## src/rtl/button_conditioner.sv

```systemverilog
// button_conditioner: debounces a synchronized button/switch bus.
// A shared sample timer produces a periodic tick; each bit owns a saturating
// counter that must see PULSE_CNT_MAX ticks while continuously high before the
// bit is declared pressed. Any low cycle clears the counter at once, so a
// release is reported immediately while a press is filtered. Single-cycle
// rise/fall pulses are derived from the debounced level.
// Outputs are plain levels and one-cycle pulses; there is no handshake, so a
// consumer must sample rise_pulse/fall_pulse on every clock.
module button_conditioner #(
  parameter int WIDTH          = 1,
  parameter int SAMPLE_CNT_MAX = 62500,
  parameter int PULSE_CNT_MAX  = 200
) (
  input  logic             clk,
  input  logic             rst,
  input  logic [WIDTH-1:0] sync_signal,
  output logic [WIDTH-1:0] debounced_signal,
  output logic [WIDTH-1:0] rise_pulse,
  output logic [WIDTH-1:0] fall_pulse
);

  localparam int SMP_W = $clog2(SAMPLE_CNT_MAX);
  localparam int SAT_W = $clog2(PULSE_CNT_MAX + 1);

  localparam logic [SMP_W-1:0] SMP_LAST = SMP_W'(SAMPLE_CNT_MAX - 1);
  localparam logic [SAT_W-1:0] SAT_FULL = SAT_W'(PULSE_CNT_MAX);

  logic [SMP_W-1:0] smp_cnt_q;
  logic [SMP_W-1:0] smp_cnt_d;
  logic             tick;

  logic [SAT_W-1:0] sat_q [WIDTH];
  logic [SAT_W-1:0] sat_d [WIDTH];

  logic [WIDTH-1:0] prev_q;

  // Shared sample timer: tick marks the last cycle of each sample period.
  always_comb begin
    tick      = (smp_cnt_q == SMP_LAST);
    smp_cnt_d = tick ? '0 : smp_cnt_q + 1'b1;
  end

  // Sample timer register; reset restarts the tick phase.
  always_ff @(posedge clk) begin
    if (rst) begin
      smp_cnt_q <= '0;
    end else begin
      smp_cnt_q <= smp_cnt_d;
    end
  end

  // Per-bit counter next state: a low input clears (wins over tick),
  // otherwise a tick advances the count until it saturates.
  always_comb begin
    for (int i = 0; i < WIDTH; i++) begin
      sat_d[i] = sat_q[i];
      if (!sync_signal[i]) begin
        sat_d[i] = '0;
      end else if (tick && (sat_q[i] < SAT_FULL)) begin
        sat_d[i] = sat_q[i] + 1'b1;
      end
    end
  end

  // Per-bit saturating counter registers.
  always_ff @(posedge clk) begin
    for (int i = 0; i < WIDTH; i++) begin
      if (rst) begin
        sat_q[i] <= '0;
      end else begin
        sat_q[i] <= sat_d[i];
      end
    end
  end

  // Debounced level is decoded from the counters only, never from the input.
  always_comb begin
    for (int i = 0; i < WIDTH; i++) begin
      debounced_signal[i] = (sat_q[i] == SAT_FULL);
    end
  end

  // Previous debounced level, used for edge detection.
  always_ff @(posedge clk) begin
    if (rst) begin
      prev_q <= '0;
    end else begin
      prev_q <= debounced_signal;
    end
  end

  // One-cycle pulses on each debounced transition.
  always_comb begin
    rise_pulse = debounced_signal & ~prev_q;
    fall_pulse = ~debounced_signal & prev_q;
  end

endmodule
```

## config.mk

```make
export PLATFORM = sky130hd
export DESIGN_NAME = button_conditioner
export DESIGN_NICKNAME = d
export VERILOG_FILES = /design/src/rtl/button_conditioner.sv
export SDC_FILE = /design/constraint.sdc
export NUM_CORES = 1
export LEC_CHECK = 0
export BUFFER_PORTS_ARGS = -buffer_cell sky130_fd_sc_hd__buf_2
export CAP_MARGIN = 20
export CORE_MARGIN = 4
export CORE_UTILIZATION = 58
export CTS_CLUSTER_SIZE = 25
export DETAILED_ROUTE_END_ITERATION = 16
export PLACE_DENSITY_LB_ADDON = 0.05
export SYNTH_ARGS = -nofsm -noshare
export SYNTH_HDL_FRONTEND = slang
export SYNTH_SLANG_ARGS = --single-unit
```

## constraint.sdc

```tcl
create_clock -name clk -period 2.55 [get_ports clk]
set_input_delay 0.255 -clock clk [delete_from_list [all_inputs] [get_ports clk]]
set_output_delay 0.255 -clock clk [all_outputs]
set_load 0.02 [all_outputs]
```

; ---- Word level (Yosys, flattened, before mapping)
; Memories as Yosys holds them, arrays and structs flattened.
; Cells that the tools add are included.
[op_classes]
addsub = 2
n_lt_le_gt_ge = 1
eq_ne = 2
mux = 7
bitwise = 4
reduce_logical = 3
[ops]
columns = cell, count
row1 = $mux W8, 3
row2 = $add A16 B1 Y16 const B, 1
row3 = $eq A16 B16 Y1 const B, 1
row4 = $add A8 B1 Y8 const B, 1
row5 = $eq A8 B8 Y1 const B, 1
row6 = $lt A8 B8 Y1 const B, 1
row7 = $reduce_or A8 Y1, 1
row8 = $mux W1, 4
row9 = $and A1 B1 Y1, 2
row10 = $not A1 Y1, 2
row11 = $reduce_or A2 Y1, 1
row12 = $logic_and A1 B1 Y1, 1
[word_totals]
register_bits = 17
ramBits = 8
in_bits = 3
output_inout_bits = 3
memories = 1
[mem_list]
columns = memory, words, word_bits, rd, rd_clocked_by_memory_dff, wr, line_no
row1 = sat_q, 1, 8, 1, 0, 1, 32  ; logic [SAT_W-1:0] sat_q [WIDTH];

; ---- Logic depth before layout (Yosys ltp)
; Gate-level depths: netlist of run 1.
[logic_depth]
ltp_word = 5
ltp_mapped = 7
depth_no_buf = 5

; ---- Worst setup path before layout of run 1
; Ideal clock, no wire load.
[synth_timing]
path_type = flip-flop to flip-flop
start = reg smp_cnt_q[9]
end = mem sat_q[0][3] (netlist bit)
setup_ps = 70
arrival_time_ps = 2146
required_time_ps = 2480
setup_slack_ps = 334
path_stages_with_launch = 6
n_path_buf = 1
period_less_slack_ps = 2216
cell_sequence = dfxtp_1 > or4b_1 > or4_4 > buf_6 > or4_1 > a21oi_1
[synth_via]
elab_chain_cells = 5
[synth_rtl]
columns = element, line_no
row1 = from (decl), 28  ; logic [SMP_W-1:0] smp_cnt_q;
row2 = from (signal assigned), 48  ; smp_cnt_q <= smp_cnt_d;
row3 = $eq A16 B16 Y1, 39  ; tick = (smp_cnt_q == SMP_LAST);
row4 = $logic_and A1 B1 Y1, 59  ; end else if (tick && (sat_q[i] < SAT_FULL)) begin
row5 = $mux W8 (2 in series), --
row6 = $mux W8 (no source line), --
row7 = to (decl), 32
; No other way between the ends.

; ---- Final worst setup path of run 1
[layout_timing]
start = reg smp_cnt_q[11]
end = mem sat_q[0][3] (netlist bit)
; The elaborated chain is that of the path after synthesis.

==> metrics.txt, run 1 <==
Total Power=0.591 mW; top post-synthesis cells by area=dfxtp_1 42%, xnor2_1 7.3%, nor2_1 6.6%; Placed Area=0.00126 mm2; Critical Path Fanout Max=11; area of the die=~0.0029 mm2; CTS Buf Count=3; clock share of power=29.3%; vias in the first global route=963; GRT overflow=0; ANT cells=0; fmax=0.446 GHz; mux share of post-synthesis cell area=0%; Mapped Nets=150; ANT nets after route=0; Pwr per Cell Area=459 mW/mm2; Worst R2R Path Depth=4; yosys warns=0; GP Congestion=0.791; synthesized cell area=0.00120 mm2; CP startpoint kind=flop; drt total wl=2290 um; hold path start=rst; core area=between 0.0015 and 0.002 mm2; hold crit path type=input port to flop; Switching Fraction=22.1%; Critical Path Sink Type=flop; port buffer count=5; post-synthesis xor/xnor area fraction=under 10%; Synth Area in Simple Gates=31.6%; leak pwr=0.415 nW; GRT Util Overall=19.0%; DR vias=around 1100; hold depth=2; die width=53.5 um; Fillers=199; P_sw=about 0.13 mW; Hold Path Sink=prev_q; setup slack, reg-to-reg=0.31 ns; status=finished clean; critical path arrival=~2.5 ns; Pins Over Slew Limit=0; Finish-stage setup viols=0; Synth Area in Adders=4.16%; TritonCTS clock tree=built; worst rel slew slack=~76%; post-DP HPWL=1670 um; Req. time, crit path=about 2.8 ns; post-synth cell types=34; largest family of logic cells by synthesized area=simple AND/OR/NAND/NOR gates; CTS Buffer Depth=2; Die Height=roughly 54 um; hold buffer count at CTS=0; via/cell ratio=5.90; Slew @ Worst Pin=0.352 ns; Ports=6; Mapped Avg Cell Area=8.41 um2; Nets=about 160; CTS HTree Levels=1; Root Buffer=clkbuf_4; share of layout cells above drive strength 1=under 10%; Area Growth Syn to Fin=7.08%; Setup Crit Path Kind=flop to flop; clk sink count=25; largest net degree at the start of global routing=17; DRT Pass-1 Iters=4; Internal=roughly 0.46 mW; post-CTS sizing=0; design area=0.00129 mm2; # DRC=0; first-pass GRT wire length=4050 um; clk_lat worst skew=0.32 ns; worst r2r src=smp_cnt_q[11]; Final Hold Fails=0; Clock Skew=0.0140 ns; Final period util=88.0%; Final TNS setup=0 ns; site row count=16; clock slew at reported path FFs=0.14 ns; Final Critical Period=around 2.2 ns; compound-gate portion of the synthesized area=9.68%; Logic pwr share=3.0%; area leader, netlist=dfxtp_1; post-synthesis sequential area ratio=41.6%; initial antenna violation count=0; Iteration-0 DRC Markers=28; Setup Buffers After CTS=0; Syn Inst Count=roughly 140; Synth Register Bits=25; Critical R2R Capture=sat_q[0][3]; WL per Instance=12.8 um; Max-Cap Viols=0; RSZ-0062 raised after global routing=no; area share of the largest cell type after synthesis=41.6%; VDD IR max=430 uV; Core Util, Final=approximately two thirds; Initial Util=61.3%; sequential share of power=67.7%
==> per-stage QoR <==
stage          hold WS [ns]  setup slack (ns)  std cells
6_report             0.0975             0.305        178
5_1_grt              0.0844             0.229        178
4_1_cts              0.0806             0.307        178
3_5_place_dp          0.445             0.320        174
3_3_place_gp          0.449             0.360        174
2_1_floorplan         0.327             0.334        143
==> synthesized netlist by cell type <==
cell / n
dfxtp_1: 25
nor2_1: 21
xnor2_1: 10
a21oi_1: 9
nand3_1: 9
nand2_1: 8
inv_1: 7
nand4_1: 5
nor3_1: 5
o21ai_0: 5
ha_1: 4
nor4_1: 4
or4_1: 4
or3_1: 3
and4_1: 2
nand3b_1: 2
o31ai_1: 2
xor2_1: 2
a211oi_1: 1
a31oi_1: 1
and2_1: 1
buf_1: 1
buf_2: 1
buf_6: 1
clkbuf_1: 1
nand2b_1: 1
nand4b_1: 1
o311ai_0: 1
o41ai_1: 1
or2_2: 1
or2b_1: 1
or3_2: 1
or4_4: 1
or4b_1: 1
==> power groups by stage <==
stage	Combinational, mW	Sequential, mW	Clock [mW]
floorplan	0.0132	0.407	0
global placement	0.0177	0.409	0
detailed placement	0.0177	0.409	0
CTS	0.0177	0.400	0.184
global route	0.0207	0.401	0.198
finish	0.0175	0.400	0.173
==> worst max path at each step <==
stage / startpoint / endpoint / slack, ns / cells after the start
2_1_floorplan: smp_cnt_q[9] / sat_q[0][3] / 0.33 / 5
3_3_place_gp: smp_cnt_q[9] / sat_q[0][3] / 0.36 / 4
3_5_place_dp: smp_cnt_q[11] / sat_q[0][3] / 0.32 / 4
4_1_cts: smp_cnt_q[11] / sat_q[0][3] / 0.31 / 4
5_1_grt: smp_cnt_q[11] / sat_q[0][3] / 0.23 / 4
6_report: smp_cnt_q[11] / sat_q[0][3] / 0.31 / 4
==> cells by family (layout without fill, tap and decap cells) <==
family | count (synthesis) | count (layout)
flip-flops | 25 | 25
AO/OA/AOI/OAI | 20 | 20
XOR/XNOR | 12 | 12
adder cells (fa/ha/maj) | 4 | 4
AND/OR/NAND/NOR | 71 | 71
buffers and inverters | 11 | 19
==> worst max-delay path: stages (launching register included) <==
cell and delay (ns):
dfxtp_1 0.38, or4_1 0.56, or4_4 0.60, or4_1 0.52
a21oi_1 0.15
==> flip-flops by register name, indices dropped and copies added, names as in the netlist <==
name       cells
sat_q          8
smp_cnt_q     16
prev_q         1
==> layout make-up <==
class	count	area [um2]	area share, %
clock buffer	3	22.5	1.75
clock inverter	1	5.00	0.389
inverter	7	26.3	2.04
multi-input combinational	107	652	50.6
sequential	25	500	38.9
tap	27	33.8	2.62
timing repair buffer	8	47.5	3.69
==> layer usage <==
layer | vias to the layer above | global-route usage [%] | part of all wire (%)
met2 | 32 | 37.3 | 51
met4 | 0 | 2.55 | 0.52
met3 | 2 | 4.99 | 5.4
met5 | - | 0 | 0
li1 | 531 | - | -
met1 | 486 | 20.4 | 43
==> cell usage in the layout, fill, tap and decap left out, drive strengths merged, types with 7 or more instances in the layout <==
cell type and count:
inv 7, nand3 9, nand2 8, nor2 21
dfxtp 25, buf 8, a21oi 9, xnor2 10
Note: power is estimated with default switching activity, not from simulation.
==> inputs of run 2 (changes only) <==
Settings changed: CELL_PAD_IN_SITES_DETAIL_PLACEMENT set to 0, CELL_PAD_IN_SITES_GLOBAL_PLACEMENT set to 1, CORE_UTILIZATION 58 to 44.
==> metrics.txt, run 2 (synthesis gave the netlist of run 1 again) <==
share of layout cells above drive strength 1=9.93% (unchanged); Final Critical Period=2.26 ns (was 2.24 ns); Largest regs=smp_cnt_q: 16 flops, sat_q: 8 flops, prev_q: 1 flops (unchanged); Req. time, crit path=2.81 ns (about the same); RSZ-0062 raised after global routing=no (unchanged); most frequent cells in the layout=25 x dfxtp_1, 21 x nor2_1, 10 x xnor2_1 (unchanged); Finish-stage setup viols=0 (unchanged); fmax=0.442 GHz (was 0.446 GHz); TritonCTS clock tree=built (unchanged); pre-CTS setup slack=0.319 ns (was 0.320 ns); GP Congestion=0.828 (was 0.791); Setup Crit Path Kind=flop to flop (unchanged); port buffer count=5 (unchanged); max reg flops=16 (unchanged); FF/Latch Area=500 um2 (unchanged); VDD IR max=336 uV (was 430 uV); clock share of power=30.3% (was 29.3%); Slew @ Worst Pin=0.346 ns (was 0.352 ns); Core Util, Final=50.8% (was 65.6%); crit path max-delay cell type=or4_4 (unchanged); post-route setup slack=0.286 ns (was 0.305 ns); Internal=0.462 mW (was 0.460 mW); hold buffer count at CTS=0 (unchanged); Ports=6 (unchanged); DRT Pass-1 Iters=4 (unchanged); CTS HTree Levels=1 (unchanged); most common cell after layout, fill and taps aside=dfxtp_1 (unchanged); Placed Area=0.00126 mm2 (about the same); Die Height=60.3 um (was 53.5 um); hold path start=rst (unchanged); Root Buffer=clkbuf_4 (unchanged); Pins Over Slew Limit=0 (unchanged); Critical Path Sink Type=flop (unchanged); clk_lat worst skew=0.32 ns (about the same); Final TNS setup=0 ns (unchanged); Logic pwr share=3.0% (about the same); largest net degree at the start of global routing=17 (unchanged); via/cell ratio=5.57 (was 5.90); Initial Util=47.2% (was 61.3%); Pwr per Cell Area=465 mW/mm2 (was 459 mW/mm2); Area Growth Syn to Fin=7.60% (was 7.08%); Max-Cap Viols=0 (unchanged); vias in the first global route=925 (was 963); Worst path max stage delay=0.62 ns (was 0.60 ns); core area=0.00254 mm2 (was 0.00196 mm2); ANT nets after route=0 (unchanged); design area=0.00129 mm2 (about the same); leak pwr=0.412 nW (was 0.415 nW); worst r2r src=smp_cnt_q[5] (was smp_cnt_q[11]); Final period util=88.8% (was 88.0%); die width=60.3 um (was 53.5 um); critical path arrival=2.53 ns (was 2.51 ns); clk sink count=25 (unchanged); P_sw=0.139 mW (was 0.130 mW); Switching Fraction=23.2% (was 22.1%); largest reg by FF count=smp_cnt_q (unchanged); sequential share of power=66.7% (was 67.7%); area of the multi-input gates=652 um2 (unchanged); Iteration-0 DRC Markers=48 (was 28); final hold slack=0.0884 ns (was 0.0975 ns); WL per Instance=13.1 um (was 12.8 um); GRT Util Overall=14.9% (was 19.0%); Final Hold Fails=0 (unchanged); drt total wl=2360 um (was 2290 um); CTS Buffer Depth=2 (unchanged); CTS Buf Count=3 (unchanged); post-DP HPWL=1760 um (was 1670 um); Fillers=243 (was 199); site row count=18 (was 16); Clock Skew=0.00932 ns (was 0.0140 ns); hold crit path type=input port to flop (unchanged); ANT cells=0 (unchanged); initial antenna violation count=0 (unchanged); worst rel slew slack=76.9% (was 76.3%); area of the die=0.00363 mm2 (was 0.00287 mm2); DR vias=1009 (was 1051); worst setup path startpoint=smp_cnt_q[5] (was smp_cnt_q[11]); Setup Buffers After CTS=0 (unchanged); # DRC=0 (unchanged); Critical Path Fanout Max=11 (unchanged); first-pass GRT wire length=4080 um (was 4050 um); post-CTS sizing=0 (unchanged); clock slew at reported path FFs=0.15 ns (was 0.14 ns); Nets=159 (unchanged); critical path cell sequence=or4b_1, or4_4, or4_1, a21oi_1 (was or4_1, or4_4, or4_1, a21oi_1); CP startpoint kind=flop (unchanged); status=finished clean (unchanged); GRT overflow=0 (unchanged)
-- run 2: changes by cell type in the layout (fill, tap and decap cells not counted) --
| cell | before | now |
|---|---|---|
| clkinv_2 | 1 | 0 |
| clkinvlp_4 | 0 | 1 |
-- run 2: area by class of cell --
type                            count  share of cell area, %
Multi-Input combinational cell    107                   50.4
Sequential cell                    25                   38.7
Timing Repair Buffer                8                   3.68
Tap cell                           30                   2.90
Inverter                            7                   2.03
Clock buffer                        3                   1.74
Clock inverter                      1                  0.580
-- run 2: routing by layer --
metal / GRT usage [%] / part of all wire [%] / vias up
met4: 7.28 / 1.1 / 0
met5: 0 / 0 / -
met1: 17.9 / 48 / 459
met2: 25.2 / 49 / 17
li1: - / - / 529
met3: 2.59 / 2.5 / 4
-- run 2: final timing paths --
path,end,slack (ns),depth (start not counted)
worst max register to register,sat_q[0][3],0.29,4
worst max-delay path,sat_q[0][3],0.29,4
worst min register to register,smp_cnt_q[15],0.51,2
worst min-delay path,prev_q,0.09,2
-- run 2: per-stage QoR --
step           instances  total power [mW]
2_1_floorplan        143             0.421
3_3_place_gp         177             0.427
3_5_place_dp         177             0.427
4_1_cts              181             0.612
5_1_grt              181             0.640
6_report             181             0.601
-- run 2: power by group through the flow --
stage | Clock, mW | Sequential [mW] | Combinational [mW]
floorplan | 0 | 0.407 | 0.0132
global placement | 0 | 0.409 | 0.0179
detailed placement | 0 | 0.409 | 0.0181
CTS | 0.193 | 0.401 | 0.0181
global route | 0.218 | 0.402 | 0.0201
finish | 0.182 | 0.401 | 0.0178
-- run 2: critical path: cells and delay by family (launching register included) --
kind	cells	cell delay (ns)
and+or+nand+nor	3	1.62
DFF	1	0.44
AOI/OAI and AO/OA	1	0.14
